File: src/rtl/cp0_pkg.sv
// Shared CP0 constants: register indices, SR/Cause field positions and exception codes.
package cp0_pkg;

    localparam logic [4:0] REG_SR    = 5'd12;
    localparam logic [4:0] REG_CAUSE = 5'd13;
    localparam logic [4:0] REG_EPC   = 5'd14;
    localparam logic [4:0] REG_PRID  = 5'd15;

    localparam int SR_IE    = 0;
    localparam int SR_EXL   = 1;
    localparam int SR_IM_LO = 10;
    localparam int SR_IM_HI = 15;

    localparam int CAUSE_EXC_LO = 2;
    localparam int CAUSE_EXC_HI = 6;
    localparam int CAUSE_IP_LO  = 10;
    localparam int CAUSE_IP_HI  = 15;
    localparam int CAUSE_BD     = 31;

    typedef enum logic [4:0] {
        EXC_INT  = 5'd0,
        EXC_ADEL = 5'd4,
        EXC_ADES = 5'd5,
        EXC_RI   = 5'd10,
        EXC_OV   = 5'd12
    } exc_code_e;

endpackage

File: src/rtl/cp0.sv
// MIPS-style coprocessor 0: SR/Cause/EPC/PRId, interrupt and exception entry, eret EXL clear.
module cp0
    import cp0_pkg::*;
#(
    parameter logic [31:0] PRID = 32'h0000_0711
) (
    input  logic        clk,
    input  logic        reset,
    input  logic [4:0]  A1,
    input  logic [4:0]  A2,
    input  logic [31:0] DIn,
    input  logic        WE,
    input  logic [31:0] PC,
    input  logic        BDIn,
    input  logic [4:0]  ExcIn,
    input  logic [5:0]  HWInt,
    input  logic        EXLClr,
    output logic        IntReq,
    output logic [31:0] EPC,
    output logic [31:0] DOut
);

    logic [5:0]  im_q, im_d;
    logic        exl_q, exl_d;
    logic        ie_q, ie_d;
    logic        bd_q, bd_d;
    logic [5:0]  ip_q, ip_d;
    logic [4:0]  exc_q, exc_d;
    logic [31:0] epc_q, epc_d;

    logic        int_pend;
    logic        exc_pend;
    logic [31:0] victim_pc;

    assign int_pend  = (|(HWInt & im_q)) & ie_q & ~exl_q;
    assign exc_pend  = (ExcIn != 5'd0) & ~exl_q;
    assign IntReq    = int_pend | exc_pend;
    // A delay-slot victim restarts at its branch so the branch re-executes on eret.
    assign victim_pc = BDIn ? (PC - 32'd4) : PC;
    assign EPC       = epc_q;

    always_ff @(posedge clk or negedge reset) begin
        if (!reset) begin
            im_q  <= '0;
            exl_q <= 1'b0;
            ie_q  <= 1'b0;
            bd_q  <= 1'b0;
            ip_q  <= '0;
            exc_q <= '0;
            epc_q <= '0;
        end else begin
            im_q  <= im_d;
            exl_q <= exl_d;
            ie_q  <= ie_d;
            bd_q  <= bd_d;
            ip_q  <= ip_d;
            exc_q <= exc_d;
            epc_q <= epc_d;
        end
    end

    always_comb begin
        im_d  = im_q;
        exl_d = exl_q;
        ie_d  = ie_q;
        bd_d  = bd_q;
        ip_d  = HWInt;
        exc_d = exc_q;
        epc_d = epc_q;
        if (IntReq) begin
            // Exception entry drops any concurrent mtc0 or eret.
            exl_d = 1'b1;
            bd_d  = BDIn;
            epc_d = {victim_pc[31:2], 2'b00};
            exc_d = int_pend ? 5'(EXC_INT) : ExcIn;
        end else begin
            if (WE && (A2 == REG_SR)) begin
                im_d  = DIn[SR_IM_HI:SR_IM_LO];
                exl_d = DIn[SR_EXL];
                ie_d  = DIn[SR_IE];
            end
            if (WE && (A2 == REG_EPC)) begin
                epc_d = {DIn[31:2], 2'b00};
            end
            if (EXLClr) begin
                exl_d = 1'b0;
            end
        end
    end

    always_comb begin
        DOut = '0;
        case (A1)
            REG_SR: begin
                DOut[SR_IM_HI:SR_IM_LO] = im_q;
                DOut[SR_EXL]            = exl_q;
                DOut[SR_IE]             = ie_q;
            end
            REG_CAUSE: begin
                DOut[CAUSE_BD]                   = bd_q;
                DOut[CAUSE_IP_HI:CAUSE_IP_LO]    = ip_q;
                DOut[CAUSE_EXC_HI:CAUSE_EXC_LO]  = exc_q;
            end
            REG_EPC:  DOut = epc_q;
            REG_PRID: DOut = PRID;
            default:  DOut = '0;
        endcase
    end

endmodule

File: config.mk
export PLATFORM = sky130hd
export DESIGN_NAME = cp0
export DESIGN_NICKNAME = d
export VERILOG_FILES = /design/src/rtl/cp0_pkg.sv /design/src/rtl/cp0.sv
export SDC_FILE = /design/constraint.sdc
export NUM_CORES = 1
export LEC_CHECK = 0
export BUFFER_PORTS_ARGS = -buffer_cell sky130_fd_sc_hd__buf_2
export CAP_MARGIN = 40
export CORE_UTILIZATION = 51
export DETAILED_ROUTE_END_ITERATION = 10
export MAX_ROUTING_LAYER = met4
export PLACE_DENSITY = 0.95
export SYNTH_ARGS = -nofsm -noshare
export SYNTH_HDL_FRONTEND = slang
export SYNTH_SLANG_ARGS = --single-unit
File: constraint.sdc
create_clock -name clk -period 5.95 [get_ports clk]
set_input_delay 0.2975 -clock clk [delete_from_list [all_inputs] [get_ports clk]]
set_output_delay 0.2975 -clock clk [all_outputs]
set_load 0.1 [all_outputs]
==> run metrics <==
Switching Share=0.612; Reg-to-Reg End=EPC[21]; setup repair bufs after CTS=0; initial core utilization=0.532; Final Skew=0.00912 ns; Top Usage Layer GRT=met2; H-tree depth=2; EDFF count, synth=0; Post-CTS Hold Fix Bufs=1; Final Routed Wirelength=10,600 µm; Via density=6.28; CTS clk-pin slew, worst paths=0.09 ns; first-pass GRT wire length=16,900 µm; detailed-route via count=3,649; Num Clock Sinks=50; met2 usage=0.539; Initial DRC Count=212; TNS Setup=0 ns; CTS Buf Count=5; slowest stage cell, crit path=or4_1; Pwr Density=521 nW/µm²; vias in the first global route=3,545; Tmin final=3.16 ns; met3 usage=0.0435; Final #Nets=594; power share of the sequential group=0.264; actual slew at the worst max-slew pin=0.947 ns; DIE HEIGHT=83.8 µm; largest net degree at the start of global routing=31; wire length per cell=18.2 µm; Max Cap Violations=0; clk_lat worst skew=0.31 ns; drt drc=29; synthesized area=3420 µm²; die footprint=7030 µm²; final worst-path setup slack=2.79 ns; clock group share of total power=0.091; ANT nets after route=0; CP max stage delay=0.56 ns; CP endpoint kind=primary output; CTS root buf=clkbuf_8; First-pass DRT Iterations=8; Net Switching=0.00138 W; Clock Tree Buf Depth=2; Top Ports=155; HP Class=in2reg; Routability Congestion=0.873; CP Cell Sequence=buf_2 > or4_1 > o21a_1 > nor2_2 > clkinv_1 > buf_4 > buf_2; GR Overflow Total=0; FF+latch count, synth=50; Max VDD drop=0.365 mV; Synth Flop Type=dfrtp_1; sequential fraction of the synthesis area=0.366; Top delay family on crit path=simple AND/OR/NAND/NOR gates; met1 Track Usage GR=0.364; post-synthesis cell type count=49; P_int=0.000873 W; critical path class=in2out; FMAX=0.317 GHz; cts repair resizes=0; DP Wirelength=7910 µm; Hold Crit Start=HWInt[0]; outcome=finished with violations; Tot GR Track Use=0.311; Filler Cell Count=503; CP max FO=18; Gate Count Post-Synth=366; Final Setup Violations=0; Max Slew Vio Count=0; R2R Path Start=im_q[1]; Logic pwr share=0.645; core footprint=6420 µm²; Final Hold Vio Count=0; worst path bufs/invs=4; share of synthesized registers carrying an async set or reset=1.00; synthesized area per cell=9.33 µm²; Worst setup SP type=input pin; Synth Warn #=0; flop-to-flop setup slack=3.56 ns; Reg2Reg Depth=7; failing checks=design-rule violations; relative slew slack=0.363; WHS Endpoint=ip_q[0]; antenna violations before repair=0; Tcrit/Tclk final=0.531; most frequent CP cell=buf_2; number of buffers added on ports=150; worst path required time=5.65 ns; layout cell share with drive strength beyond 1=0.357; Area Growth Syn to Fin=26.5%; Die W=83.8 µm; number of core rows=29; RSZ-0062 raised after global routing=false; hold depth=1; Lkg Pwr=2.08 nW; pre-CTS setup slack=2.81 ns; Ant. Diodes=0; CTS tree=yes; Critical Path AT=2.86 ns
[power by group through the flow]
stage | clock, W | combinational, W | sequential (W)
after CTS | 0.000206 | 0.00145 | 0.000593
after floorplan | 0 | 0.000438 | 0.00132
after global routing | 0.000218 | 0.00151 | 0.000614
final | 0.000204 | 0.00145 | 0.000595
after global placement | 0 | 0.00141 | 0.000590
after detailed placement | 0 | 0.00145 | 0.000601
[kinds of logic (layout without fill, tap and decap cells)]
| family | Yosys count | in the layout | synth area share |
|---|---|---|---|
| simple gates | 147 | 147 | 0.268 |
| other cells | 1 | 2 | 0.00110 |
| fa+ha+maj | 1 | 1 | 0.00366 |
| flops | 50 | 50 | 0.366 |
| compound gates | 79 | 79 | 0.166 |
| buf+inv | 36 | 173 | 0.0447 |
| mux | 40 | 40 | 0.120 |
| xor+xnor | 12 | 12 | 0.0308 |
[state kept, by name, indices dropped and copies added (netlist names)]
name	count
ie_q	1
bd_q	1
ip_q	6
exc_q	5
exl_q	1
im_q	6
EPC	30
[synthesized netlist by cell type (all sizes together), types with 11 or more instances]
master | n | area, µm²
a31oi | 18 | 113
and2 | 16 | 100
and4 | 16 | 140
clkbuf | 21 | 78.8
dfrtp | 50 | 1250
mux2i | 32 | 320
nand2 | 11 | 41.3
nor2 | 28 | 105
nor4 | 22 | 138
o31a | 17 | 149
o31ai | 13 | 97.6
or4 | 14 | 109
[cell usage in the layout (no fill, tap or decap), types with 4 or more instances in the layout]
master / n
inv_1: 6
nor4_1: 22
and3_1: 4
clkbuf_8: 5
xor2_1: 8
xnor2_1: 4
mux2_2: 8
a21oi_1: 7
mux2i_1: 32
and2_1: 16
or3_1: 8
dfrtp_1: 50
o21ai_0: 6
a21o_1: 4
nor2b_1: 5
nor2_1: 27
o31a_1: 17
nand2_1: 11
a31oi_1: 18
buf_2: 150
nor3_1: 5
and4_1: 16
o31ai_1: 13
nand3_1: 5
a22oi_1: 8
or4_1: 13
[how the worst max path moves through the flow]
stage                     startpoint  endpoint  slack, ns  cells after the start
final                       ExcIn[1]    IntReq       2.79                      7
after global routing        ExcIn[1]    IntReq       2.65                      7
after CTS                   ExcIn[1]    IntReq       2.81                      7
after detailed placement    ExcIn[1]    IntReq       2.81                      7
after global placement      ExcIn[1]    IntReq       2.33                      7
after floorplan                A1[1]   DOut[1]       2.23                      2
[per-layer routing]
metal,vias to the layer above,share of wire
met2,229,0.51
met1,1716,0.38
met4,0,0.016
li1,1683,-
met5,-,0
met3,21,0.092
[area by class of cell]
type	instances	area (µm²)	area share
multi-input combinational	281	2020	0.468
sequential	50	1250	0.290
timing repair buffer	157	830	0.192
tap	77	96.3	0.0223
clock buffer	5	68.8	0.0159
inverter	8	30.0	0.00695
clock inverter	3	21.3	0.00492
[stage by stage]
step	area (µm²)	std cells	hold slack [ns]	total power, W	util
global placement	4180	569	0.424	0.00200	0.650
floorplan	3420	367	0.00191	0.00176	-
CTS	4320	581	0.0969	0.00225	0.673
finish	4320	581	0.104	0.00225	0.673
detailed placement	4220	572	0.300	0.00205	0.657
global route	4320	581	0.0913	0.00234	0.673
Power figures use the tool's default switching activity.
